[src/rtl/rgb_pwm_fader_if.sv]
// Write port of the PWM fader: valid/ready handshake carrying channel, duty and mode.
interface rgb_pwm_fader_if #(
    parameter int CH_W  = 2,
    parameter int WIDTH = 8
);
    logic             wr_valid;
    logic             wr_ready;
    logic [CH_W-1:0]  wr_chan;
    logic [WIDTH-1:0] wr_duty;
    logic             wr_mode;

    modport master (output wr_valid, wr_chan, wr_duty, wr_mode, input wr_ready);
    modport slave  (input wr_valid, wr_chan, wr_duty, wr_mode, output wr_ready);
endinterface

[src/rtl/rgb_pwm_fader.sv]
// Per-channel fading PWM; duty applied at period wrap, +1 cycle output register; wr_ready held high after reset.
// Backpressure: none, every write is taken in one cycle; optional breathe mode under RGB_PWM_BREATHE_EN.
module rgb_pwm_fader #(
    parameter int CHANNELS = 3,
    parameter int WIDTH    = 8,
    parameter int RAMP_DIV = 48000,
    parameter int CH_W     = (CHANNELS > 1) ? $clog2(CHANNELS) : 1
) (
    input  logic                sys_clk,
    input  logic                rst_n,
    rgb_pwm_fader_if.slave      bus,
    output logic [CHANNELS-1:0] pwm,
    output logic [CHANNELS-1:0] busy
);
    localparam int               PRE_W    = (RAMP_DIV > 1) ? $clog2(RAMP_DIV) : 1;
    localparam logic [WIDTH-1:0] DUTY_MAX = {WIDTH{1'b1}};

`ifdef RGB_PWM_BREATHE_EN
    typedef enum logic [1:0] {ST_IDLE, ST_RAMP, ST_BUP, ST_BDN} state_t;
`else
    typedef enum logic [1:0] {ST_IDLE, ST_RAMP} state_t;
    logic w_unused_mode;
    assign w_unused_mode = bus.wr_mode;
`endif

    logic [WIDTH-1:0]    r_cnt;
    logic [PRE_W-1:0]    r_pre;
    logic                r_rdy;
    logic [CHANNELS-1:0] r_pwm;
    logic [CHANNELS-1:0] r_busy;
    logic [WIDTH-1:0]    r_cur    [CHANNELS];
    logic [WIDTH-1:0]    r_tgt    [CHANNELS];
    logic [WIDTH-1:0]    r_shadow [CHANNELS];
    state_t              r_state  [CHANNELS];

    logic [WIDTH-1:0]    w_cur_nxt   [CHANNELS];
    logic [WIDTH-1:0]    w_tgt_nxt   [CHANNELS];
    state_t              w_state_nxt [CHANNELS];
    logic                w_tick;
    logic                w_acc;
    logic                w_wrap;

    assign w_tick = (r_pre == PRE_W'(RAMP_DIV - 1));
    assign w_acc  = bus.wr_valid & r_rdy;
    assign w_wrap = (r_cnt == DUTY_MAX);

    // A write to a channel takes priority over its tick: target moves, cur holds this edge.
    always_comb begin
        logic [WIDTH-1:0] v_cur;
        v_cur = '0;
        for (int i = 0; i < CHANNELS; i++) begin
            v_cur          = r_cur[i];
            w_tgt_nxt[i]   = r_tgt[i];
            w_state_nxt[i] = r_state[i];
            if (w_acc && (bus.wr_chan == CH_W'(i))) begin
                w_tgt_nxt[i] = bus.wr_duty;
`ifdef RGB_PWM_BREATHE_EN
                if (bus.wr_mode && (bus.wr_duty != '0))
                    w_state_nxt[i] = (r_cur[i] < bus.wr_duty) ? ST_BUP : ST_BDN;
                else
`endif
                    w_state_nxt[i] = (bus.wr_duty == r_cur[i]) ? ST_IDLE : ST_RAMP;
            end else if (w_tick) begin
                case (r_state[i])
                    ST_RAMP: begin
                        if (r_cur[i] < r_tgt[i])
                            v_cur = r_cur[i] + WIDTH'(1);
                        else if (r_cur[i] > r_tgt[i])
                            v_cur = r_cur[i] - WIDTH'(1);
                        if (v_cur == r_tgt[i])
                            w_state_nxt[i] = ST_IDLE;
                    end
`ifdef RGB_PWM_BREATHE_EN
                    ST_BUP: begin
                        if (r_cur[i] < r_tgt[i])
                            v_cur = r_cur[i] + WIDTH'(1);
                        if (v_cur >= r_tgt[i])
                            w_state_nxt[i] = ST_BDN;
                    end
                    ST_BDN: begin
                        if (r_cur[i] != '0)
                            v_cur = r_cur[i] - WIDTH'(1);
                        if (v_cur == '0)
                            w_state_nxt[i] = ST_BUP;
                    end
`endif
                    default: ;
                endcase
            end
            w_cur_nxt[i] = v_cur;
        end
    end

    always_ff @(posedge sys_clk or negedge rst_n) begin
        if (!rst_n) begin
            r_cnt  <= '0;
            r_pre  <= '0;
            r_rdy  <= 1'b0;
            r_pwm  <= '0;
            r_busy <= '0;
            for (int i = 0; i < CHANNELS; i++) begin
                r_cur[i]    <= '0;
                r_tgt[i]    <= '0;
                r_shadow[i] <= '0;
                r_state[i]  <= ST_IDLE;
            end
        end else begin
            r_cnt <= r_cnt + WIDTH'(1);
            r_pre <= w_tick ? '0 : r_pre + PRE_W'(1);
            r_rdy <= 1'b1;
            for (int i = 0; i < CHANNELS; i++) begin
                r_cur[i]   <= w_cur_nxt[i];
                r_tgt[i]   <= w_tgt_nxt[i];
                r_state[i] <= w_state_nxt[i];
                if (w_wrap)
                    r_shadow[i] <= r_cur[i];
                // All-ones duty would otherwise lose one cycle per period.
                r_pwm[i]  <= (r_shadow[i] == DUTY_MAX) || (r_cnt < r_shadow[i]);
                r_busy[i] <= (r_state[i] != ST_IDLE);
            end
        end
    end

    assign bus.wr_ready = r_rdy;
    assign pwm          = r_pwm;
    assign busy         = r_busy;
endmodule

[src/flat_wrapper.sv]
// flat-port wrapper written by rule: the top's interface ports become plain ports
module rgb_pwm_fader_flat 
#(
    parameter int CHANNELS = 3,
    parameter int WIDTH    = 8,
    parameter int RAMP_DIV = 48000,
    parameter int CH_W     = (CHANNELS > 1) ? $clog2(CHANNELS) : 1
)
  (sys_clk, rst_n, pwm, busy, bus_wr_valid, bus_wr_chan, bus_wr_duty, bus_wr_mode, bus_wr_ready);
  rgb_pwm_fader_if #(.CH_W(CH_W), .WIDTH(WIDTH)) bus_i ();
  input  logic sys_clk;
  input  logic rst_n;
  output logic [CHANNELS-1:0] pwm;
  output logic [CHANNELS-1:0] busy;
  input wire logic [$bits(bus_i.wr_valid)-1:0] bus_wr_valid;
  input wire logic [$bits(bus_i.wr_chan)-1:0] bus_wr_chan;
  input wire logic [$bits(bus_i.wr_duty)-1:0] bus_wr_duty;
  input wire logic [$bits(bus_i.wr_mode)-1:0] bus_wr_mode;
  output wire logic [$bits(bus_i.wr_ready)-1:0] bus_wr_ready;
  assign bus_i.wr_valid = bus_wr_valid;
  assign bus_i.wr_chan = bus_wr_chan;
  assign bus_i.wr_duty = bus_wr_duty;
  assign bus_i.wr_mode = bus_wr_mode;
  assign bus_wr_ready = bus_i.wr_ready;
  rgb_pwm_fader #(.CHANNELS(CHANNELS), .WIDTH(WIDTH), .RAMP_DIV(RAMP_DIV), .CH_W(CH_W)) u_core (.sys_clk(sys_clk), .rst_n(rst_n), .bus(bus_i), .pwm(pwm), .busy(busy));
endmodule
[config.mk]
export PLATFORM = sky130hd
export DESIGN_NAME = rgb_pwm_fader_flat
export DESIGN_NICKNAME = d
export VERILOG_FILES = /design/src/rtl/rgb_pwm_fader_if.sv /design/src/rtl/rgb_pwm_fader.sv /design/src/flat_wrapper.sv
export SDC_FILE = /design/constraint.sdc
export NUM_CORES = 1
export LEC_CHECK = 0
export CAP_MARGIN = 20
export CORE_MARGIN = 2
export CORE_UTILIZATION = 55
export DETAILED_ROUTE_END_ITERATION = 7
export PLACE_DENSITY_LB_ADDON = 0.3
export SLEW_MARGIN = 10
export SYNTH_ARGS = -nofsm -noshare
export SYNTH_HDL_FRONTEND = slang
export SYNTH_SLANG_ARGS = --single-unit
[constraint.sdc]
create_clock -name sys_clk -period 7.65 [get_ports sys_clk]
set_clock_uncertainty 0.2 [all_clocks]
set_input_delay 0.765 -clock sys_clk [delete_from_list [all_inputs] [get_ports sys_clk]]
set_output_delay 0.765 -clock sys_clk [all_outputs]
set_load 0.005 [all_outputs]
==> results.sh <==
export IMPL_cts_tree="yes"
export IMPL_max_freq_mhz=300
export IMPL_routabilityCongestion=0.936
export IMPL_dpl_cell_area_um2=7200
export IMPL_initial_core_util_pct=56.9
export IMPL_cp_required_ps=7670
export IMPL_fin_ws_ps=4310
export IMPL_grt_pass1_wl_um=26400
export IMPL_io_pins=21
export IMPL_syn_area_um2=6920
export IMPL_r2r_cells=9
export IMPL_drtIter0Drc=459
export IMPL_rrSetupSlack_ps=4310
export IMPL_nets=795
export IMPL_n_antenna_cell=0
export IMPL_grt_use_total_pct=25.2
export IMPL_detail_route_wl_per_cell_um=17.5
export IMPL_postSynth_asyncResetShare_pct=100
export IMPL_synth_edf_count=0
export IMPL_setup_viol=0
export IMPL_synth_fa_ha_area_share_pct=9.58
export IMPL_ys_flop_type="dfrtp_1"
export IMPL_cts_resized_gates=0
export IMPL_critical_path_class="flop to flop"
export IMPL_dpl_hpwl_um=11600
export IMPL_cts_hold_buffers=0
export IMPL_multi_input_area_um2=3930
export IMPL_p_per_area_nw_per_um2=169
export IMPL_synth_top_family_by_area="simple AND/OR/NAND/NOR gates"
export IMPL_clkSlewWorstSetupHoldPaths_ps=70
export IMPL_muxShareOfSynthArea_pct=6.56
export IMPL_grt_max_degree=59
export IMPL_cts_max_level=3
export IMPL_hold_ws_ps=214
export IMPL_seq_area_frac_synth_pct=38.3
export IMPL_startpoint_type="flop"
export IMPL_synth_net_count=799
export IMPL_use_met2_pct=40.7
export IMPL_hp_class="flop to flop"
export IMPL_syn_inst=732
export IMPL_rsz0062_at_grt="false"
export IMPL_vias=5279
export IMPL_grt_busiest_layer="met2"
export IMPL_synth_compound_area_share_pct=11.1
export IMPL_cts_num_sinks=106
export IMPL_crit_arrival_ps=3360
export IMPL_drt_total_wl_um=15800
export IMPL_yosys_area_share_xor_xnor_pct=12.4
export IMPL_clk_latency_ps=350
export IMPL_die_area_um2=13500
export IMPL_dp_slack_ps=4390
export IMPL_grt_ovfl_total=0
export IMPL_synth_seq_cells=106
export IMPL_final_period_utilization_pct=43.6
export IMPL_die_x_um=116
export IMPL_fin_area_um2=7480
export IMPL_area_growth_pct=8.10
export IMPL_run_status="finished, final reports clean"
export IMPL_numPortBuffers=19
export IMPL_end_kind="flop"
export IMPL_min_from="u_core.r_state[4]$_DFFE_PN0P_"
export IMPL_drt_pass1_iterations=5
export IMPL_slowest_delay_ps=780
export IMPL_layout_min_cycle_time_ps=3340
export IMPL_cp_slowest_cell="nor2_1"
export IMPL_max_cap_viol_count=0
export IMPL_antenna_left=0
export IMPL_r2r_start="u_core.r_cur[9]$_DFFE_PN0P_"
export IMPL_die_y_um=116
export IMPL_rr_endpoint="u_core.r_state[2]$_DFFE_PN0P_"
export IMPL_use_met3_pct=2.85
export IMPL_nFillCells=1048
export IMPL_cts_buffers=9
export IMPL_avgViaCountPerCell=5.87
export IMPL_timing_slew_headroom_pct=32.7
export IMPL_finalSetupTns_ps=0
export IMPL_yosys_area_share_simple_pct=17.1
export IMPL_drc=0
export IMPL_finalHoldViolations=0
export IMPL_synth_avg_cell_area_um2=9.46
export IMPL_tightest_slew_ps=1010
export IMPL_drive_gt1_share_pct=9.15
export IMPL_num_rows=40
export IMPL_clockRootBuffer="clkbuf_16"
export IMPL_irDropWorstVdd_uv=87.0
export IMPL_maxSlewViolCount=0
export IMPL_antenna_found_initial=0
export IMPL_crit_fanout=12
export IMPL_cts_max_path_buffers=2
export IMPL_core_area_um2=12200
export IMPL_grt_pass1_vias=5310
export IMPL_post_cts_setup_buffer_count=0
export IMPL_yosysWarningCount=0
export IMPL_worstPathCellList="ha_1 > nor2b_1 > o211ai_1 > a21oi_1 > nor2_1 > mux2i_1 > xnor2_1 > nor4_1 > a31oi_1"
export IMPL_p_leak_nw=3.40
export IMPL_synthDistinctLibCells=68
export IMPL_register_area_um2=2650
export IMPL_grt_met1_usage_pct=34.6
export IMPL_hold_end="u_core.busy[0]$_DFF_PN0_"
export IMPL_min_path_cells=0
layout by cell type, fill, tap and decap left out, types with 6 or more instances in the layout:
cell type,Yosys,routed
o22ai_1,7,7
or3_1,9,9
inv_1,50,50
a21oi_1,28,28
mux2_2,35,35
a21o_1,14,14
nand2_1,54,54
nor2b_1,11,11
nand2b_1,7,7
clkbuf_16,0,9
clkdlybuf4s50_1,0,18
nor2_1,43,43
o21ai_0,29,29
nand3_1,28,28
ha_1,53,53
dfrtp_1,106,106
a31oi_1,6,6
mux2i_1,6,6
xor2_1,40,40
nor4_1,10,10
xnor2_1,58,58
and3_1,13,13
nand4_1,21,21
nor3_1,7,6
per-stage QoR:
step | power [mW] | util (%) | std cells
after floorplan | 0.760 | - | 732
after global placement | 0.814 | 59.2 | 885
after detailed placement | 0.823 | 59.2 | 885
after CTS | 1.27 | 61.5 | 900
after global routing | 1.32 | 61.5 | 900
final | 1.27 | 61.5 | 900
critical path, delay by kind of cell, from the launching register on:
kind	cells	cell delay [ps]
adders and majority gates	1	310
AOI/OAI and AO/OA	3	480
xor gates and xnor gates	1	110
muxes	1	360
DFF	1	530
and+or+nand+nor	3	1210
where the power goes:
part / switching (mW) / internal, mW
registers: 0.0319 / 0.593
clock network: 0.204 / 0.247
logic: 0.102 / 0.0870
logic make-up after synthesis:
logic type      Yosys count
simple gates            225
compound gates          120
flops                   106
xor+xnor                 98
buf+inv                  88
fa+ha+maj                53
mux                      41
other cells               1
cells in the mapped netlist (4+ instances only):
cell type | instances | area [µm²]
nand2_1 | 54 | 203
xor2_1 | 40 | 350
o22ai_1 | 7 | 43.8
xnor2_1 | 58 | 508
mux2i_1 | 6 | 60.1
ha_1 | 53 | 663
nor4_1 | 10 | 62.6
clkbuf_1 | 31 | 116
nor2_1 | 43 | 161
or3_1 | 9 | 56.3
nor2b_1 | 11 | 68.8
o21a_1 | 4 | 30.0
nand3_1 | 28 | 140
nand4_1 | 21 | 131
a31oi_1 | 6 | 37.5
nor3_1 | 7 | 35.0
dfrtp_1 | 106 | 2650
mux2_2 | 35 | 394
o21ai_0 | 29 | 145
a21oi_1 | 28 | 140
nand2b_1 | 7 | 43.8
a21o_1 | 14 | 105
inv_1 | 50 | 188
and3_1 | 13 | 81.3
o211ai_1 | 5 | 37.5
how the worst max path moves through the flow:
stage                                       startpoint                            end  slack, ps  cells after the start
after floorplan           u_core.r_cur[23]$_DFFE_PN0P_  u_core.r_state[4]$_DFFE_PN0P_       5020                     10
after global placement                  bus_wr_chan[0]  u_core.r_state[0]$_DFFE_PN0P_       4420                      8
after detailed placement   u_core.r_cur[9]$_DFFE_PN0P_  u_core.r_state[2]$_DFFE_PN0P_       4390                      9
after CTS                  u_core.r_cur[9]$_DFFE_PN0P_  u_core.r_state[2]$_DFFE_PN0P_       4380                      9
after global routing      u_core.r_cur[11]$_DFFE_PN0P_  u_core.r_state[2]$_DFFE_PN0P_       4060                      8
final                      u_core.r_cur[9]$_DFFE_PN0P_  u_core.r_state[2]$_DFFE_PN0P_       4310                      9
routing by layer:
layer	wire, µm	vias to the layer above
met5	0	-
met4	422	0
met3	616	26
met2	7440	123
met1	7270	2604
li1	-	2526
registers in the layout, indices dropped and copies added (netlist names):
signal / count
u_core.bus.wr_ready: 1
u_core.busy: 3
u_core.pwm: 3
u_core.r_cnt: 8
u_core.r_cur: 24
u_core.r_pre: 16
u_core.r_shadow: 24
u_core.r_state: 3
u_core.r_tgt: 24
cell type report:
cell class              instances  area share [%]
flip-flops and latches        106            35.4
multi-input cells             538            52.5
inverters                      50            2.51
clock buffers                  14            3.66
well taps                     168            2.81
repair buffers                 23            2.91
clock inverters                 1           0.117
(Power assumes the default switching activity.)
